[config.mk]
export PLATFORM = sky130hd
export DESIGN_NAME = eth_cmd_regs_mc
export DESIGN_NICKNAME = d
export VERILOG_FILES = /design/src/rtl/eth_cmd_pkg.sv /design/src/rtl/cmd_req_fifo.sv /design/src/rtl/eth_cmd_regs_mc.sv
export SDC_FILE = /design/constraint.sdc
export NUM_CORES = 2
export LEC_CHECK = 0
export CAP_MARGIN = 5
export CORE_MARGIN = 4
export CORE_UTILIZATION = 40
export DETAILED_ROUTE_END_ITERATION = 10
export SYNTH_ARGS = -nofsm -noshare
export SYNTH_HDL_FRONTEND = slang
export SYNTH_HIERARCHICAL = 1
export SYNTH_SLANG_ARGS = --single-unit
[constraint.sdc]
create_clock -name clk -period 2.9 [get_ports clk]
set_input_delay 0.435 -clock clk [delete_from_list [all_inputs] [get_ports clk]]
set_output_delay 0.435 -clock clk [all_outputs]
set_load 0.05 [all_outputs]
[src/rtl/eth_cmd_pkg.sv]
// Shared types and register map for the multi-channel Ethernet command register file.
package eth_cmd_pkg;

  typedef enum logic [1:0] {
    TX_NONE    = 2'd0,
    TX_UDP     = 2'd1,
    TX_ARP_REQ = 2'd2,
    TX_ARP_REP = 2'd3
  } tx_type_e;

  typedef enum logic [1:0] {
    ST_IDLE  = 2'd0,
    ST_OFFER = 2'd1,
    ST_BUSY  = 2'd2
  } tx_state_e;

  // Word offsets (addr[4:2]) inside the global page
  localparam logic [2:0] G_CTRL        = 3'd0;
  localparam logic [2:0] G_STATUS      = 3'd1;
  localparam logic [2:0] G_SMAC_HI     = 3'd2;
  localparam logic [2:0] G_SMAC_LO     = 3'd3;
  localparam logic [2:0] G_SIP         = 3'd4;
  localparam logic [2:0] G_COMMIT_GLOB = 3'd6;

  // Word offsets inside a channel page
  localparam logic [2:0] C_DMAC_HI = 3'd0;
  localparam logic [2:0] C_DMAC_LO = 3'd1;
  localparam logic [2:0] C_DIP     = 3'd2;
  localparam logic [2:0] C_SPORT   = 3'd3;
  localparam logic [2:0] C_DPORT   = 3'd4;
  localparam logic [2:0] C_ULEN    = 3'd5;
  localparam logic [2:0] C_COMMIT  = 3'd6;

  typedef struct packed {
    logic [47:0] dst_mac;
    logic [31:0] dst_ip;
    logic [15:0] src_port;
    logic [15:0] dst_port;
    logic [15:0] udp_len;
  } ch_cfg_t;

  typedef struct packed {
    logic [2:0] ch;
    tx_type_e   typ;
  } tx_req_t;

endpackage

[src/rtl/cmd_req_fifo.sv]
// Synchronous FIFO with first-word-fall-through head; a pop frees a slot for a same-cycle push.
module cmd_req_fifo #(
  parameter  int WIDTH = 5,
  parameter  int DEPTH = 4,
  localparam int AW    = (DEPTH > 1) ? $clog2(DEPTH) : 1
) (
  input  logic             clk,
  input  logic             rst_n,
  input  logic             push_i,
  input  logic [WIDTH-1:0] data_i,
  input  logic             pop_i,
  output logic [WIDTH-1:0] data_o,
  output logic             full_o,
  output logic             empty_o,
  output logic [AW:0]      level_o
);

  logic [WIDTH-1:0] mem_q [DEPTH];
  logic [AW-1:0]    wr_q, rd_q;
  logic [AW:0]      cnt_q;
  logic             do_push, do_pop;

  assign empty_o = (cnt_q == '0);
  assign full_o  = (cnt_q == (AW+1)'(DEPTH));
  assign do_pop  = pop_i && !empty_o;
  assign do_push = push_i && (!full_o || do_pop);
  assign data_o  = mem_q[rd_q];
  assign level_o = cnt_q;

  always_ff @(posedge clk or negedge rst_n) begin
    if (!rst_n) begin
      wr_q  <= '0;
      rd_q  <= '0;
      cnt_q <= '0;
      for (int i = 0; i < DEPTH; i++) mem_q[i] <= '0;
    end else begin
      if (do_push) begin
        mem_q[wr_q] <= data_i;
        wr_q        <= wr_q + 1'b1;
      end
      if (do_pop) rd_q <= rd_q + 1'b1;
      cnt_q <= cnt_q + (AW+1)'(do_push) - (AW+1)'(do_pop);
    end
  end

endmodule

[src/rtl/eth_cmd_regs_mc.sv]
// Multi-channel UDP/ARP command register file: shadow/active header fields with atomic
// commit, send-request queue and a valid/ready/done handshake toward the frame generator.
module eth_cmd_regs_mc
  import eth_cmd_pkg::*;
#(
  parameter  int N_CH    = 4,
  parameter  int Q_DEPTH = 4,
  parameter  int ADDR_W  = 8,
  localparam int CH_W    = (N_CH > 1) ? $clog2(N_CH) : 1
) (
  input  logic              clk,
  input  logic              rst_n,
  input  logic [ADDR_W-1:0] i_cmd_addr,
  input  logic [31:0]       i_cmd_data,
  input  logic              i_cmd_wr,
  input  logic              i_cmd_rd,
  output logic [31:0]       o_rd_data,
  output logic              o_rd_valid,
  output logic              o_tx_valid,
  input  logic              i_tx_ready,
  input  logic              i_tx_done,
  output logic [1:0]        o_tx_type,
  output logic [CH_W-1:0]   o_tx_ch,
  output logic [47:0]       o_src_mac,
  output logic [47:0]       o_dst_mac,
  output logic [31:0]       o_src_ip,
  output logic [31:0]       o_dst_ip,
  output logic [15:0]       o_src_port,
  output logic [15:0]       o_dst_port,
  output logic [15:0]       o_udp_data_len
);

  localparam int PG_W  = ADDR_W - 5;
  localparam int LVL_W = $clog2(Q_DEPTH) + 1;

  tx_state_e       state_q;
  logic            tx_valid_q;
  logic [CH_W-1:0] tx_ch_q;
  tx_type_e        tx_type_q;
  logic            ovf_q, bad_ch_q, pend_glob_q;
  logic [47:0]     smac_sh_q, smac_act_q;
  logic [31:0]     sip_sh_q, sip_act_q;
  logic            rd_valid_q;
  logic [31:0]     rd_data_q, rd_d;

  ch_cfg_t         ch_sh  [N_CH];
  ch_cfg_t         ch_act [N_CH];
  logic [N_CH-1:0] pend_ch;

  // Address decode
  logic [PG_W-1:0] page;
  logic [2:0]      woff;
  logic [CH_W-1:0] pch;
  logic            is_glob, is_ch, wr_glob, wr_ch;
  logic            unused_addr;

  assign page        = i_cmd_addr[ADDR_W-1:5];
  assign woff        = i_cmd_addr[4:2];
  assign unused_addr = ^i_cmd_addr[1:0];
  assign is_glob     = (page == '0);
  assign is_ch       = !is_glob && (int'(page) <= N_CH);
  assign pch         = CH_W'(page - 1'b1);
  assign wr_glob     = i_cmd_wr && is_glob;
  assign wr_ch       = i_cmd_wr && is_ch;

  // CTRL decode and request queue
  logic             ctrl_wr, ctrl_bad, push_req, pop, in_flight;
  logic             fifo_full, fifo_empty;
  logic [LVL_W-1:0] fifo_level;
  tx_req_t          push_data, head;

  assign ctrl_wr        = wr_glob && (woff == G_CTRL);
  assign push_data.ch   = i_cmd_data[10:8];
  assign push_data.typ  = tx_type_e'(i_cmd_data[1:0]);
  assign ctrl_bad       = ctrl_wr && (push_data.typ != TX_NONE) && (int'(push_data.ch) >= N_CH);
  assign push_req       = ctrl_wr && (push_data.typ != TX_NONE) && !ctrl_bad;
  assign pop            = tx_valid_q && i_tx_ready;
  assign in_flight      = (state_q == ST_BUSY);

  cmd_req_fifo #(
    .WIDTH ($bits(tx_req_t)),
    .DEPTH (Q_DEPTH)
  ) u_fifo (
    .clk     (clk),
    .rst_n   (rst_n),
    .push_i  (push_req),
    .data_i  (push_data),
    .pop_i   (pop),
    .data_o  (head),
    .full_o  (fifo_full),
    .empty_o (fifo_empty),
    .level_o (fifo_level)
  );

  // TX handshake FSM; ch/type stay latched from the offer until the next offer
  always_ff @(posedge clk or negedge rst_n) begin
    if (!rst_n) begin
      state_q    <= ST_IDLE;
      tx_valid_q <= 1'b0;
      tx_ch_q    <= '0;
      tx_type_q  <= TX_NONE;
    end else begin
      case (state_q)
        ST_IDLE: if (!fifo_empty) begin
          state_q    <= ST_OFFER;
          tx_valid_q <= 1'b1;
          tx_ch_q    <= CH_W'(head.ch);
          tx_type_q  <= head.typ;
        end
        ST_OFFER: if (i_tx_ready) begin
          state_q    <= ST_BUSY;
          tx_valid_q <= 1'b0;
        end
        ST_BUSY: if (i_tx_done) begin
          if (!fifo_empty) begin
            state_q    <= ST_OFFER;
            tx_valid_q <= 1'b1;
            tx_ch_q    <= CH_W'(head.ch);
            tx_type_q  <= head.typ;
          end else begin
            state_q <= ST_IDLE;
          end
        end
        default: state_q <= ST_IDLE;
      endcase
    end
  end

  // Global fields, sticky flags and global commit. A done pulse releases the
  // busy condition on the same edge, so pending commits land before the next offer.
  logic commit_glob, glob_req, glob_busy;

  assign commit_glob = wr_glob && (woff == G_COMMIT_GLOB);
  assign glob_req    = commit_glob || pend_glob_q;
  assign glob_busy   = in_flight && !i_tx_done;

  always_ff @(posedge clk or negedge rst_n) begin
    if (!rst_n) begin
      smac_sh_q   <= '0;
      smac_act_q  <= '0;
      sip_sh_q    <= '0;
      sip_act_q   <= '0;
      pend_glob_q <= 1'b0;
      ovf_q       <= 1'b0;
      bad_ch_q    <= 1'b0;
    end else begin
      if (wr_glob) begin
        case (woff)
          G_SMAC_HI: smac_sh_q[47:16] <= i_cmd_data;
          G_SMAC_LO: smac_sh_q[15:0]  <= i_cmd_data[15:0];
          G_SIP:     sip_sh_q         <= i_cmd_data;
          default: ;
        endcase
      end
      if (glob_req && !glob_busy) begin
        smac_act_q <= smac_sh_q;
        sip_act_q  <= sip_sh_q;
      end
      pend_glob_q <= glob_req && glob_busy;

      if (wr_glob && (woff == G_STATUS) && i_cmd_data[0]) ovf_q <= 1'b0;
      else if (push_req && fifo_full && !pop)             ovf_q <= 1'b1;
      if (wr_glob && (woff == G_STATUS) && i_cmd_data[1]) bad_ch_q <= 1'b0;
      else if (ctrl_bad)                                  bad_ch_q <= 1'b1;
    end
  end

  // Per-channel shadow/active registers with their own commit/pending
  for (genvar c = 0; c < N_CH; c++) begin : g_ch
    ch_cfg_t sh_q, act_q;
    logic    pend_q, sel, req, busy;

    assign sel  = wr_ch && (pch == CH_W'(c));
    assign req  = (sel && (woff == C_COMMIT)) || pend_q;
    assign busy = in_flight && !i_tx_done && (tx_ch_q == CH_W'(c));

    always_ff @(posedge clk or negedge rst_n) begin
      if (!rst_n) begin
        sh_q   <= '0;
        act_q  <= '0;
        pend_q <= 1'b0;
      end else begin
        if (sel) begin
          case (woff)
            C_DMAC_HI: sh_q.dst_mac[47:16] <= i_cmd_data;
            C_DMAC_LO: sh_q.dst_mac[15:0]  <= i_cmd_data[15:0];
            C_DIP:     sh_q.dst_ip         <= i_cmd_data;
            C_SPORT:   sh_q.src_port       <= i_cmd_data[15:0];
            C_DPORT:   sh_q.dst_port       <= i_cmd_data[15:0];
            C_ULEN:    sh_q.udp_len        <= i_cmd_data[15:0];
            default: ;
          endcase
        end
        if (req && !busy) act_q <= sh_q;
        pend_q <= req && busy;
      end
    end

    assign ch_sh[c]   = sh_q;
    assign ch_act[c]  = act_q;
    assign pend_ch[c] = pend_q;
  end

  // Read-back returns shadow copies; STATUS is sampled in the strobe cycle
  ch_cfg_t rd_cfg;
  assign rd_cfg = ch_sh[pch];

  always_comb begin
    rd_d = '0;
    if (is_glob) begin
      case (woff)
        G_STATUS:  rd_d = {7'd0, pend_glob_q, 8'(pend_ch), 8'(fifo_level),
                           5'd0, in_flight, bad_ch_q, ovf_q};
        G_SMAC_HI: rd_d = smac_sh_q[47:16];
        G_SMAC_LO: rd_d = {16'd0, smac_sh_q[15:0]};
        G_SIP:     rd_d = sip_sh_q;
        default:   rd_d = '0;
      endcase
    end else if (is_ch) begin
      case (woff)
        C_DMAC_HI: rd_d = rd_cfg.dst_mac[47:16];
        C_DMAC_LO: rd_d = {16'd0, rd_cfg.dst_mac[15:0]};
        C_DIP:     rd_d = rd_cfg.dst_ip;
        C_SPORT:   rd_d = {16'd0, rd_cfg.src_port};
        C_DPORT:   rd_d = {16'd0, rd_cfg.dst_port};
        C_ULEN:    rd_d = {16'd0, rd_cfg.udp_len};
        default:   rd_d = '0;
      endcase
    end
  end

  always_ff @(posedge clk or negedge rst_n) begin
    if (!rst_n) begin
      rd_valid_q <= 1'b0;
      rd_data_q  <= '0;
    end else begin
      rd_valid_q <= i_cmd_rd;
      if (i_cmd_rd) rd_data_q <= rd_d;
    end
  end

  assign o_rd_data      = rd_data_q;
  assign o_rd_valid     = rd_valid_q;
  assign o_tx_valid     = tx_valid_q;
  assign o_tx_ch        = tx_ch_q;
  assign o_tx_type      = tx_type_q;
  assign o_src_mac      = smac_act_q;
  assign o_src_ip       = sip_act_q;
  assign o_dst_mac      = ch_act[tx_ch_q].dst_mac;
  assign o_dst_ip       = ch_act[tx_ch_q].dst_ip;
  assign o_src_port     = ch_act[tx_ch_q].src_port;
  assign o_dst_port     = ch_act[tx_ch_q].dst_port;
  assign o_udp_data_len = ch_act[tx_ch_q].udp_len;

endmodule
==> summary.md <==
| Metric | Value |
|---|---|
| Outcome | `finished, violations left` |
| Failing checks | `negative setup slack` |
| Period utilization | `102%` |
| Syn Area/Cell | `16.0 um^2` |
| Critical path type | `reg2out` |
| Clock power frac | `40.0%` |
| All-layer global routing usage | `23.3%` |
| Critical path origin | `o_tx_ch[0]` |
| Syn-to-layout area delta | `22.9%` |
| Layout Cells excl Fill | `5826` |
| Final Max Tran Viols | `0` |
| Initial antenna violation count | `10` |
| Ports | `292` |
| Largest net degree at the start of global routing | `114` |
| DIE WIDTH | `379 um` |
| Initial Util | `40.5%` |
| Drt total wl | `165 mm` |
| Dpl cells | `5549` |
| Worst-Skew Late Latency | `0.78 ns` |
| Cts bufs inserted | `141` |
| Final Setup Violations | `44` |
| TritonCTS clock tree | `yes` |
| Worst Hold Class | `in2async` |
| Die area | `0.144 mm^2` |
| YS warnings | `6` |
| Drt first pass iters | `5` |
| Vias in the first global route | `34500` |
| RePlAce Congestion | `0.835` |
| Die Y | `379 um` |
| Worst R2R Path Depth | `10` |
| Critical Path RT | `2.47 ns` |
| Final hold violations | `0` |
| Crit path time final | `2.97 ns` |
| Antenna-violating nets left | `0` |
| Net Sw Frac | `27.0%` |
| Mapped Cells | `3441` |
| Max Buffers Root-to-Sink | `3` |
| Row cnt | `135` |
| Mapped cell area | `0.0551 mm^2` |
| Max FO, Critical Path | `7` |
| Avg WL per Cell | `28.4 um` |
| Psw | `0.0122 W` |
| Post-route DRC | `0` |
| HPWL after DPL | `111 mm` |
| Final worst slack | `-0.0722 ns` |
| IO Port Bufs | `289` |
| DR vias | `32700` |
| Rel. slew slack | `20.9%` |
| Setup Skew | `0.0277 ns` |
| Worst Path Arrival | `2.54 ns` |
| First-pass GRT wire length | `245 mm` |
| Mapped Nets | `3498` |
| Clock H-tree levels | `4` |
| Initial DRC Count | `2042` |
| Clock-pin slew on the worst setup and hold paths | `0.06 ns` |
| Fmax | `336 MHz` |
| Global route overflow | `0` |
| Crit. End Element | `primary output` |
| Nets | `3993` |
| Seq pwr share | `45.6%` |
| Worst slew pin tran | `1.18 ns` |
| Clk sinks | `1254` |
| Clock Tree Root | `clkbuf_16` |
| Max VDD drop | `562 uV` |
| Pleak | `32.2 nW` |
| Max-cap violations | `0` |
| Layout cells sized above 1 | `35.8%` |
| Startpoint types | `register` |
| Logic pwr share | `14.4%` |
| FF-to-FF Start | `o_tx_ch[0]` |
| RSZ-0062 raised after global routing | `yes` |
| Int Power | `0.0331 W` |
| Total core area | `0.136 mm^2` |
| Pwr Density | `669 mW/mm^2` |
| Vias per inst | `5.61` |
| Hold_ws | `0.180 ns` |
==> power groups by stage <==
stage	clock network [W]	registers [W]	logic [W]
floorplan	0	0.0208	0.00368
global placement	0	0.0209	0.00622
detailed placement	0	0.0210	0.00631
CTS	0.0185	0.0207	0.00655
global route	0.0193	0.0209	0.00696
finish	0.0181	0.0207	0.00652
==> area by class of cell <==
cell class                      count  area, um^2
Fill cell                       11600       68400
Sequential cell                  1254       31400
Multi-Input combinational cell   1924       22300
Timing Repair Buffer              607        7040
Clock buffer                      209        4160
Tap cell                         1781        2230
Clock inverter                     40         513
Inverter                            8        30.0
Antenna cell                        3        7.51
==> cell usage in the layout, fill, tap and decap left out, drive strengths merged, types with 3 or more instances in the layout <==
| cell | count |
|---|---|
| dfrtp | 1254 |
| mux2 | 1206 |
| buf | 446 |
| clkbuf | 212 |
| mux4 | 208 |
| clkdlybuf4s50 | 155 |
| mux2i | 109 |
| a22oi | 68 |
| nor2 | 66 |
| o22ai | 55 |
| nand2 | 30 |
| clkinv | 25 |
| o21ai | 18 |
| a21oi | 16 |
| a221o | 16 |
| inv | 15 |
| nor3 | 13 |
| nand3 | 12 |
| o221ai | 11 |
| o21a | 11 |
| a21boi | 10 |
| ha | 10 |
| nor4 | 10 |
| bufinv | 8 |
| and3 | 6 |
| nand2b | 6 |
| nor3b | 6 |
| xnor2 | 5 |
| nand3b | 5 |
| nand4bb | 4 |
| diode | 3 |
| or4b | 3 |
| nor2b | 3 |
==> critical path, stage by stage (launching register included) <==
cell     delay, ns
dfrtp_4       0.50
buf_12        0.15
buf_16        0.15
buf_4         0.15
buf_12        0.14
mux4_2        0.48
buf_6         0.18
==> sequential cells by signal, summed over array words and instances, names as in the netlist, 2 cells and up <==
register,count
o_src_mac,48
u_fifo/rd_q,2
ch_sh,512
o_rd_data,32
sip_sh_q,32
u_fifo/mem_q,16
u_fifo/wr_q,2
smac_sh_q,48
u_fifo/level_o,3
o_src_ip,32
state_q,2
g_ch.pend_q,4
o_tx_ch,2
o_tx_type,2
ch_act,512
==> per-stage QoR <==
stage / setup slack [ns] / TNS (ns) / util (%) / instance area [um^2] / total power, W
after floorplan: 0.0103 / 0 / - / 55100 / 0.0244
after global placement: -1.57 / -296.62 / 45.6 / 62100 / 0.0272
after detailed placement: -1.26 / -302.75 / 45.6 / 62100 / 0.0273
after CTS: -0.138 / -6.25 / 49.6 / 67500 / 0.0457
after global routing: -0.134 / -5.84 / 49.7 / 67700 / 0.0471
final: -0.0722 / -1.35 / 49.7 / 67700 / 0.0453
==> routing by layer <==
layer  global-route usage [%]  share of wire (%)
met5                        0              0.027
met4                     6.99                2.9
met3                     4.96                5.5
met2                     36.8                 47
met1                     32.4                 45
==> what timing repair did <==
item,CTS,global route
cloned,2,4
gates resized for setup,124,18
setup buffers,11,9
hold endpoints to repair,537,0
endpoints found under the setup margin,134,102
hold buffers,1,0
pin swaps,0,0
==> path summary, 6_finish.rpt <==
check	endpoint	slack (ns)
max	o_dst_mac[21]	-0.07
min	sip_sh_q[21]	0.18
max reg2reg	ch_act[262]	0.61
min reg2reg	ch_act[364]	0.48
max in group asynchronous	ch_act[262]	1.67
min in group clk	state_q[0]	0.31
Note: power is estimated with default switching activity, not from simulation.
